**src/rtl/hamming_secded_pkg.sv**
```systemverilog
// hamming_secded_pkg: shared sizing, codeword position helpers and decode classes for the SECDED pipe
// Contents: calc_par_w (Hamming parity bits for a data width), is_pow2, data_pos (data index -> codeword
// position), par_mask (data bits covered by one Hamming parity bit), dec_t (decode classification).
package hamming_secded_pkg;

    typedef enum logic [1:0] {
        DEC_CLEAN = 2'd0,
        DEC_1BIT  = 2'd1,
        DEC_PAR   = 2'd2,
        DEC_2BIT  = 2'd3
    } dec_t;

    function automatic int calc_par_w(input int data_w);
        int r = 1;
        while ((1 << r) < data_w + r + 1) r++;
        return r;
    endfunction

    function automatic bit is_pow2(input int p);
        return p > 0 && (p & (p - 1)) == 0;
    endfunction

    // Data bits fill the non-power-of-two positions LSB-first, starting at position 3.
    function automatic int data_pos(input int idx);
        int cnt = 0;
        int pos = 0;
        for (int p = 3; p < 128; p++) begin
            if (!is_pow2(p)) begin
                if (cnt == idx) pos = p;
                cnt++;
            end
        end
        return pos;
    endfunction

    function automatic logic [63:0] par_mask(input int j);
        logic [63:0] m = '0;
        for (int i = 0; i < 64; i++)
            if ((data_pos(i) & (1 << j)) != 0) m = m | (64'(1) << i);
        return m;
    endfunction

endpackage

```
**src/rtl/hamming_secded_enc.sv**
```systemverilog
// hamming_secded_enc: combinational DATA_W -> CODE_W extended Hamming encoder
// Ports: i_data (data word), o_code (codeword; bit 0 overall parity, Hamming parity at powers of two).
module hamming_secded_enc
    import hamming_secded_pkg::*;
#(
    parameter int DATA_W = 8
) (
    input  logic [DATA_W-1:0]                  i_data,
    output logic [DATA_W+calc_par_w(DATA_W):0] o_code
);

    localparam int PAR_W  = calc_par_w(DATA_W);
    localparam int CODE_W = DATA_W + PAR_W + 1;

    logic [CODE_W-1:1] w_hb;

    for (genvar i = 0; i < DATA_W; i++) begin : g_d
        assign w_hb[data_pos(i)] = i_data[i];
    end

    for (genvar j = 0; j < PAR_W; j++) begin : g_p
        assign w_hb[1 << j] = ^(i_data & DATA_W'(par_mask(j)));
    end

    assign o_code = {w_hb, ^w_hb};

endmodule

```
**src/rtl/hamming_secded_pipe.sv**
```systemverilog
// hamming_secded_pipe: two-stage SECDED encode / noise-inject / decode channel with valid-ready flow control
// Ports: i_clk, i_rst_n (async active-low); input stream i_valid/o_ready/i_data/i_noise;
// output stream o_valid/i_ready/o_data with o_1bit_error, o_2bit_error, o_parity_error, o_syndrome;
// i_cnt_clr, o_cnt_1bit, o_cnt_2bit saturating error statistics, built only when SECDED_ERR_CNT_EN is defined
// (otherwise the counters read 0 and i_cnt_clr is ignored).
module hamming_secded_pipe
    import hamming_secded_pkg::*;
#(
    parameter int DATA_W = 8,
    parameter int CNT_W  = 16
) (
    input  logic                              i_clk,
    input  logic                              i_rst_n,
    input  logic                              i_valid,
    output logic                              o_ready,
    input  logic [DATA_W-1:0]                 i_data,
    input  logic [DATA_W+calc_par_w(DATA_W):0] i_noise,
    output logic                              o_valid,
    input  logic                              i_ready,
    output logic [DATA_W-1:0]                 o_data,
    output logic                              o_1bit_error,
    output logic                              o_2bit_error,
    output logic                              o_parity_error,
    output logic [calc_par_w(DATA_W)-1:0]     o_syndrome,
    input  logic                              i_cnt_clr,
    output logic [CNT_W-1:0]                  o_cnt_1bit,
    output logic [CNT_W-1:0]                  o_cnt_2bit
);

    localparam int PAR_W  = calc_par_w(DATA_W);
    localparam int CODE_W = DATA_W + PAR_W + 1;

    logic              r_s1_valid, r_valid;
    logic [CODE_W-1:0] r_s1_code;
    logic [DATA_W-1:0] r_data;
    logic [PAR_W-1:0]  r_syn;
    dec_t              r_cls;

    logic              w_s1_en, w_s2_en, w_par;
    logic [CODE_W-1:0] w_enc, w_re, w_flip, w_fix_code;
    logic [DATA_W-1:0] w_raw, w_fix;
    logic [PAR_W-1:0]  w_syn;
    dec_t              w_cls;
    logic              w_unused_s2;

    assign w_s2_en = !r_valid || i_ready;
    assign w_s1_en = !r_s1_valid || w_s2_en;
    assign o_ready = w_s1_en;

    hamming_secded_enc #(.DATA_W(DATA_W)) u_enc_s1 (.i_data(i_data), .o_code(w_enc));

    always_ff @(posedge i_clk or negedge i_rst_n)
        if (!i_rst_n) begin
            r_s1_valid <= 1'b0;
            r_s1_code  <= '0;
        end else if (w_s1_en) begin
            r_s1_valid <= i_valid;
            if (i_valid) r_s1_code <= w_enc ^ i_noise;
        end

    // Syndrome = received Hamming parity bits XOR parity re-encoded from the received data.
    for (genvar i = 0; i < DATA_W; i++) begin : g_x
        assign w_raw[i] = r_s1_code[data_pos(i)];
        assign w_fix[i] = w_fix_code[data_pos(i)];
    end

    hamming_secded_enc #(.DATA_W(DATA_W)) u_enc_s2 (.i_data(w_raw), .o_code(w_re));

    for (genvar j = 0; j < PAR_W; j++) begin : g_s
        assign w_syn[j] = r_s1_code[1 << j] ^ w_re[1 << j];
    end

    assign w_par = ^r_s1_code;
    assign w_cls = !w_par ? (w_syn == '0 ? DEC_CLEAN : DEC_2BIT)
                 : w_syn == '0 ? DEC_PAR
                 : int'(w_syn) < CODE_W ? DEC_1BIT : DEC_2BIT;
    assign w_flip      = w_cls == DEC_1BIT ? CODE_W'(1) << w_syn : '0;
    assign w_fix_code  = r_s1_code ^ w_flip;
    assign w_unused_s2 = ^{w_re, w_fix_code};

    always_ff @(posedge i_clk or negedge i_rst_n)
        if (!i_rst_n) begin
            r_valid <= 1'b0;
            r_data  <= '0;
            r_syn   <= '0;
            r_cls   <= DEC_CLEAN;
        end else if (w_s2_en) begin
            r_valid <= r_s1_valid;
            if (r_s1_valid) begin
                r_data <= w_fix;
                r_syn  <= w_syn;
                r_cls  <= w_cls;
            end
        end

    assign o_valid        = r_valid;
    assign o_data         = r_data;
    assign o_syndrome     = r_syn;
    assign o_1bit_error   = r_cls == DEC_1BIT || r_cls == DEC_PAR;
    assign o_parity_error = r_cls == DEC_PAR;
    assign o_2bit_error   = r_cls == DEC_2BIT;

`ifdef SECDED_ERR_CNT_EN
    logic [CNT_W-1:0] r_cnt_1bit, r_cnt_2bit;
    logic             w_hs;

    assign w_hs = r_valid && i_ready;

    // Clear wins over a coincident increment; increments stop at all-ones.
    always_ff @(posedge i_clk or negedge i_rst_n)
        if (!i_rst_n) begin
            r_cnt_1bit <= '0;
            r_cnt_2bit <= '0;
        end else begin
            r_cnt_1bit <= i_cnt_clr ? '0 : r_cnt_1bit + CNT_W'(w_hs && o_1bit_error && r_cnt_1bit != '1);
            r_cnt_2bit <= i_cnt_clr ? '0 : r_cnt_2bit + CNT_W'(w_hs && o_2bit_error && r_cnt_2bit != '1);
        end

    assign o_cnt_1bit = r_cnt_1bit;
    assign o_cnt_2bit = r_cnt_2bit;
`else
    logic w_unused_cnt;

    assign w_unused_cnt = i_cnt_clr;
    assign o_cnt_1bit   = '0;
    assign o_cnt_2bit   = '0;
`endif

endmodule

```
**config.mk**
```make
export PLATFORM = sky130hd
export DESIGN_NAME = hamming_secded_pipe
export DESIGN_NICKNAME = d
export VERILOG_FILES = /design/src/rtl/hamming_secded_pkg.sv /design/src/rtl/hamming_secded_enc.sv /design/src/rtl/hamming_secded_pipe.sv
export SDC_FILE = /design/constraint.sdc
export NUM_CORES = 1
export LEC_CHECK = 0
export CORE_UTILIZATION = 48
export CTS_CLUSTER_DIAMETER = 40
export DETAILED_ROUTE_END_ITERATION = 7
export PLACE_DENSITY = 0.85
export SLEW_MARGIN = 40
export SYNTH_ARGS = -nofsm -noshare
export SYNTH_HDL_FRONTEND = slang
export SYNTH_SLANG_ARGS = --single-unit
```
**constraint.sdc**
```tcl
create_clock -name i_clk -period 3.7 [get_ports i_clk]
set_input_delay 0.37 -clock i_clk [delete_from_list [all_inputs] [get_ports i_clk]]
set_output_delay 0.37 -clock i_clk [all_outputs]
set_load 0.005 [all_outputs]
```
==> metrics.cfg, run 1 <==
[synthesis]
yosys-top-cells-area = dfrtp_1, xnor2_1, buf_4
ys_warn_count = 0
ys_types = 31
synth-edff-count = 0
synth.yosys.seq_area_share_pct = 35.43
synth_top_area_share_pct = 35.43
netlist_area_mm2 = 0.002048
syn_inst = 221
yosysTopAreaCell = dfrtp_1
synth_seq_cells = 29
async_reset_ff_share_pct = 100.0
avgSynthCellArea_um2 = 9.268
ys.flop_type = dfrtp_1

[sta]
clock_skew_ns = 0.003441
hold_viol_final = 0
clock.fmax_mhz = 435.5
fin_crit_sh_pct = 62.06
slew_viol_final = 0
worst_slack_ns = 1.404
slew_headroom_pct = 51.23
tightest_slew_ns = 0.7290
rsz0062_at_grt = false
finalSetupViolations = 0
fin_tns_setup_ns = 0
fin_crit_ns = 2.296

[setup_path]
start_kind = flip-flop
worstSetupPathType = flip-flop to flip-flop
critPathArrivalTime_ns = 2.46
cp_max_fo = 6
required_ns = 3.87
end_kind = flip-flop

[drt]
drt_iter0_markers = 57
wire_per_inst_um = 11.30
vias = 1498
firstDrtPassIters = 4
drt_wl_total_um = 3515
via_per_inst = 4.817
ant_nets = 0
drc_errors = 0

[die]
start_util_pct = 50.48
die_y_um = 67.33
io_pins = 75
coreArea_mm2 = 0.004058
rows = 23
die_w_um = 67.33
die-area_mm2 = 0.004533

[clocking]
cts_buffer_depth = 2
cts_root_buf = clkbuf_8
post_cts_buffers = 0
insertion_delay_ns = 0.28
holdBufCountCts = 0
path_clk_slew_ns = 0.05
cts-resized-gates = 0
h-tree-depth = 2
cts_tree = done
cts_made_buffers = 5
clock-sinks = 29

[layout]
diodes = 0
utilization_pct = 60.59
most-common-layout-cells = xnor2_1, clkdlybuf4s50_1, conb_1
syn_to_final_growth_pct = 20.04
final_common_cell = xnor2_1
drive_above_1_share_pct = 4.215
fin_nets = 290

[global_route]
grt_pass1_vias = 1349
grt_overflow = 0
grt_max_degree = 30
grt_use_total_pct = 17.67
antenna_found_initial = 0
grt_pass1_wl_um = 5871

[power_and_ir_drop]
ir_drop_uv = 220.3
power.total_mw = 1.676
power.leakage_nw = 1.034
power_density_mw_per_mm2 = 681.6

[placed_design]
place.port_buffers = 41
preCtsSetupSlack_ns = 1.429
hpwl_um = 2784
gp_congestion = 0.8329

[min_path]
hold_path.class = flip-flop to flip-flop

[run]
timing.max_cap.violations = 0

[outcome]
status = finished clean

critical path, stage by stage, from the launching register on:
cell	delay [ns]
dfrtp_1	0.43
xnor2_1	0.38
xnor3_1	0.57
nand2b_1	0.25
o31ai_1	0.26
a211oi_1	0.10
a21o_1	0.18
Yosys cell counts (2+ instances only):
cell,count
a211oi_1,3
xor2_1,10
ha_1,2
nand2b_1,6
xnor3_1,3
o21ai_1,7
inv_1,2
o21ai_0,16
nand2_1,27
nor2_1,3
buf_4,32
dfrtp_1,29
nand4_1,2
xnor2_1,44
clkbuf_1,6
a21oi_1,11
or4_4,2
nand3_1,3
path summary, 6_finish.rpt:
kind                                      startpoint                         to  slack (ns)  depth (start not counted)
max                         r_s1_code[7]$_DFFE_PN0P_      o_data[7]$_DFFE_PN0P_        1.40                          6
min                        o_syndrome[3]$_DFFE_PN0P_  o_syndrome[3]$_DFFE_PN0P_        0.48                          2
max reg2reg                 r_s1_code[7]$_DFFE_PN0P_      o_data[7]$_DFFE_PN0P_        1.40                          6
min reg2reg                o_syndrome[3]$_DFFE_PN0P_  o_syndrome[3]$_DFFE_PN0P_        0.48                          2
max in group asynchronous                    i_rst_n      o_data[1]$_DFFE_PN0P_        2.96                          2
min in group asynchronous                    i_rst_n   r_s1_code[6]$_DFFE_PN0P_        0.49                          2
metal layers:
metal | part of all wire, % | global-route usage (%) | vias to the layer above
met3 | 6.5 | 5.574 | 9
met4 | 2.5 | 8.511 | 0
met2 | 50 | 31.13 | 73
met5 | 0 | 0 | -
li1 | - | - | 747
met1 | 41 | 19.01 | 669
layout make-up:
class	instances	area, um^2
Timing Repair Buffer	42	417.9
Sequential cell	29	725.7
Fill cell	363	1599
Clock inverter	1	5.005
Clock buffer	5	68.82
Tap cell	50	62.56
Inverter	3	11.26
Multi-Input combinational cell	181	1167
sequential cells by signal (all words and copies together), names as in the netlist:
| register | flops |
|---|---|
| o_data | 8 |
| o_syndrome | 4 |
| o_valid | 1 |
| r_cls | 2 |
| r_s1_code | 13 |
| r_s1_valid | 1 |
kinds of logic (layout without fill, tap and decap cells):
kind of cell,count (synthesis),in the layout,share of synthesized area (%)
buffers and inverters,42,51,13.62
AO/OA/AOI/OAI,43,43,11.73
other,1,32,0.1831
flip-flops,29,29,35.43
multiplexers,1,1,0.5497
AND/OR/NAND/NOR,46,46,10.87
XOR/XNOR,57,57,26.39
adder cells (fa/ha/maj),2,2,1.222
power by group:
part / internal, mW / switching (mW) / total (mW)
clock: 0.123 / 0.105 / 0.228
combinational: 0.483 / 0.466 / 0.950
sequential: 0.420 / 0.0780 / 0.498
stage by stage:
step                      hold WS (ns)  instances  area (um^2)
after floorplan                0.07441        252         2165
after global routing            0.5117        311         2459
final                           0.4759        311         2459
after global placement          0.4604        305         2377
after detailed placement        0.4703        305         2385
after CTS                       0.4821        311         2459
Note: power is estimated with default switching activity, not from simulation.
==> run 2: changes to the inputs <==
- CORE_UTILIZATION: 48 -> 45
- PLACE_DENSITY: 0.85 -> 0.81
- clock period: 3.7 -> 2.2 ns (I/O delays scaled with it)
==> run 2 against run 1 <==
Compared with the run above:
- total power increased by 78%
- global-route usage fell by 2.0 points
- critical path type unchanged
- clock skew up 0.0049 ns
==> metrics.cfg, run 2 (synthesized netlist as in run 1, its figures left out) <==
[outcome]
status = finished clean

[power_and_ir_drop]
ir_drop_uv = 504.1
power.leakage_nw = 1.076
power.total_mw = 2.975
power_density_mw_per_mm2 = 1174

[die]
die_w_um = 69.47
die_y_um = 69.47
die-area_mm2 = 0.004825
start_util_pct = 47.04
io_pins = 75
rows = 24
coreArea_mm2 = 0.004354

[setup_path]
start_kind = flip-flop
reg2reg_slack_ns = 0.19
end_kind = flip-flop
critPathLaunch = r_s1_code[3]$_DFFE_PN0P_
cp_max_fo = 5
rr_endpoint = o_data[5]$_DFFE_PN0P_
worstSetupPathType = flip-flop to flip-flop
required_ns = 2.36
reg2reg_depth = 6
critPathArrivalTime_ns = 2.17
r2r_start = r_s1_code[3]$_DFFE_PN0P_

[layout]
final_common_cell = xnor2_1
fin_cells = 323
top_register = r_s1_code
largest_reg_flops = 13
syn_to_final_growth_pct = 23.70
fin_nets = 299
diodes = 0
most-common-layout-cells = xnor2_1, clkdlybuf4s50_1, conb_1
drive_above_1_share_pct = 7.011

[sta]
clock.fmax_mhz = 498.2
slew_headroom_pct = 57.03
clock_skew_ns = 0.008305
finalSetupViolations = 0
fin_crit_ns = 2.007
slew_viol_final = 0
tightest_slew_ns = 0.6430
whs_ns = 0.3172
fin_tns_setup_ns = 0
rsz0062_at_grt = false
fin_crit_sh_pct = 91.25
hold_viol_final = 0

[drt]
firstDrtPassIters = 4
drc_errors = 0
via_per_inst = 4.687
wire_per_inst_um = 10.80
drt_wl_total_um = 3490
ant_nets = 0
drt_iter0_markers = 67
vias = 1514

[min_path]
hold_path.class = input pin to async pin

[global_route]
grt_pass1_wl_um = 6009
grt_max_degree = 30
grt_use_total_pct = 15.70
met2_usage_pct = 26.54
antenna_found_initial = 0
grt_use_met3_pct = 4.506
use_met1_pct = 19.08
busiest_layer = met2
grt_overflow = 0
grt_pass1_vias = 1392

[placed_design]
gp_congestion = 0.8647
hpwl_um = 2803
numPlacedInstances = 316
place.port_buffers = 41

[clocking]
clock-sinks = 29
cts_tree = done
insertion_delay_ns = 0.29
path_clk_slew_ns = 0.06
h-tree-depth = 2
post_cts_buffers = 0
cts_buffer_depth = 2
holdBufCountCts = 0
cts-resized-gates = 0
cts_made_buffers = 5
cts_root_buf = clkbuf_8

[run]
timing.max_cap.violations = 0

[run 2: worst max-delay path, cell delays in order (launching register included)]
cell and delay [ns]:
dfrtp_1 0.48, xor2_1 0.27, xnor2_1 0.19, or4_4 0.56, a21oi_1 0.18, xnor2_1 0.14, o21ai_1 0.07
[run 2: final cells by class]
class,instances,area (um^2)
Timing Repair Buffer,51,485.5
Clock buffer,7,86.33
Tap cell,52,65.06
Inverter,3,11.26
Multi-Input combinational cell,181,1160
Fill cell,413,1821
Sequential cell,29,725.7
[run 2: how the worst max path moves through the flow]
stage | to | slack, ns | depth (start not counted)
6_report | o_data[5]$_DFFE_PN0P_ | 0.19 | 6
5_1_grt | o_data[7]$_DFFE_PN0P_ | 0.08 | 6
4_1_cts | o_data[5]$_DFFE_PN0P_ | 0.20 | 6
3_5_place_dp | o_data[5]$_DFFE_PN0P_ | 0.23 | 6
3_3_place_gp | r_cls[1]$_DFFE_PN0P_ | 0.25 | 6
2_1_floorplan | o_data[7]$_DFFE_PN0P_ | 0.16 | 6
[run 2: power breakdown]
group          switching [mW]  internal (mW)
clock network           0.187          0.247
logic                   0.780          0.924
registers               0.130          0.706
[run 2: routing by layer]
metal / vias up / routed length [um]
met5: - / 0
met4: 0 / 53
met3: 5 / 249
met2: 70 / 1719
met1: 677 / 1468
li1: 762 / -
[run 2: through the flow]
stage	util [%]	cell area, um^2	worst slack, ns
finish	58.19	2534	0.1926
global route	58.19	2534	0.08068
CTS	58.19	2534	0.2045
detailed placement	56.21	2447	0.2323
global placement	56.21	2447	0.2510
floorplan	-	2165	0.1557
==> run 3: changes to the inputs <==
- CORE_UTILIZATION: 45 -> 40
- PLACE_DENSITY: 0.81 -> 0.73
==> run 3 against run 2 <==
Compared with the run above:
- combinational power is essentially flat
- sequential power is essentially flat
- total power grew 1.4%
- routed wire length shrank 1.6%
- maximum frequency shrank 3.0%
- largest power group unchanged
==> metrics.cfg, run 3 (synthesized netlist as in run 1, its figures left out) <==
[layout]
diodes = 0
syn_to_final_growth_pct = 25.35
largest_reg_flops = 13
fin_cells = 339
top_register = r_s1_code
fin_nets = 299
drive_above_1_share_pct = 7.721
final_common_cell = xnor2_1
most-common-layout-cells = xnor2_1, clkdlybuf4s50_1, conb_1

[setup_path]
critPathLaunch = r_s1_code[3]$_DFFE_PN0P_
rr_endpoint = o_data[5]$_DFFE_PN0P_
reg2reg_depth = 6
crit_path_end = o_data[5]$_DFFE_PN0P_
start_kind = flip-flop
end_kind = flip-flop
r2r_start = r_s1_code[3]$_DFFE_PN0P_
cp_max_fo = 5
worstSetupPathType = flip-flop to flip-flop
required_ns = 2.36
critPathArrivalTime_ns = 2.23
reg2reg_slack_ns = 0.13

[sta]
rsz0062_at_grt = false
fin_crit_ns = 2.070
hold_viol_final = 0
finalSetupViolations = 0
fin_crit_sh_pct = 94.08
slew_viol_final = 0
tightest_slew_ns = 0.6845
fin_tns_setup_ns = 0
clock.fmax_mhz = 483.2
clock_skew_ns = 0.005108
slew_headroom_pct = 54.25

[clocking]
holdBufCountCts = 0
cts_buffer_depth = 2
insertion_delay_ns = 0.28
clock-sinks = 29
cts_root_buf = clkbuf_8
path_clk_slew_ns = 0.06
post_cts_buffers = 0
cts_tree = done
cts-resized-gates = 0
cts_made_buffers = 5
h-tree-depth = 2

[die]
rows = 25
die_w_um = 73.56
die-area_mm2 = 0.005410
io_pins = 75
start_util_pct = 42.52
coreArea_mm2 = 0.004817
die_y_um = 73.56

[drt]
via_per_inst = 4.395
drc_errors = 0
vias = 1490
ant_nets = 0
drt_wl_total_um = 3434
wire_per_inst_um = 10.13
firstDrtPassIters = 4
drt_iter0_markers = 86

[global_route]
grt_use_total_pct = 14.81
grt_overflow = 0
grt_pass1_wl_um = 6044
antenna_found_initial = 0
grt_max_degree = 30
grt_pass1_vias = 1387

[placed_design]
place.port_buffers = 41
numPlacedInstances = 331
hpwl_um = 2771
gp_congestion = 0.8703

[min_path]
hold_path.class = input pin to async pin

[power_and_ir_drop]
power_density_mw_per_mm2 = 1174
power.leakage_nw = 1.085
ir_drop_uv = 429.5

[outcome]
status = finished clean

[run]
timing.max_cap.violations = 0

==> run 3: cell count changes in the layout (fill, tap and decap cells not counted), sizes merged <==
cell	delta
clkinv	+1
==> run 3: worst max-delay path, cell delays in order, from the launching register on <==
cell and delay (ns):
dfrtp_1 0.48, xor2_1 0.29, xnor2_1 0.21, or4_4 0.56
a21oi_1 0.18, xnor2_1 0.15, o21ai_1 0.07
==> run 3: how the worst min path moves through the flow <==
| stage | slack (ns) | depth (start not counted) | endpoint |
|---|---|---|---|
| 6_report | 0.32 | 2 | o_syndrome[3]$_DFFE_PN0P_ |
| 5_1_grt | 0.35 | 2 | r_s1_code[0]$_DFFE_PN0P_ |
| 4_1_cts | 0.33 | 2 | r_s1_code[0]$_DFFE_PN0P_ |
| 3_5_place_dp | 0.47 | 2 | o_syndrome[3]$_DFFE_PN0P_ |
| 3_3_place_gp | 0.46 | 2 | o_syndrome[3]$_DFFE_PN0P_ |
| 2_1_floorplan | -0.08 | 0 | o_data[0]$_DFFE_PN0P_ |
==> run 3: per-stage QoR <==
stage                     instance area (um^2)  hold slack, ns  setup WS, ns  utilization [%]  power, mW
after detailed placement                  2466          0.4699        0.1590            51.19      2.551
after global placement                    2466          0.4602        0.2378            51.19      2.516
after CTS                                 2567          0.3256        0.1532            53.30      3.043
after floorplan                           2165        -0.07559        0.1557                -      1.934
after global routing                      2567          0.3473       0.02139            53.30      3.279
final                                     2567          0.3181        0.1303            53.30      3.015
==> run 3: area by class of cell <==
cell class	count	area [um^2]
fill	500	2250
multi-input combinational	181	1160
sequential	29	725.7
timing repair buffer	51	485.5
clock buffer	7	96.34
tap	67	83.83
inverter	3	11.26
clock inverter	1	5.005
==> run 3: power by group <==
part | total [mW] | internal [mW] | switching [mW]
combinational | 1.70 | 0.923 | 0.780
sequential | 0.834 | 0.706 | 0.129
clock | 0.478 | 0.282 | 0.196
==> run 3: layer usage <==
metal  part of all wire [%]  wire length [um]  global-route usage, %
met3                    6.4               221                  4.527
met5                      0                 0                      0
met2                     46              1595                  23.96
met1                     45              1544                  17.92
met4                    2.1                71                  7.051
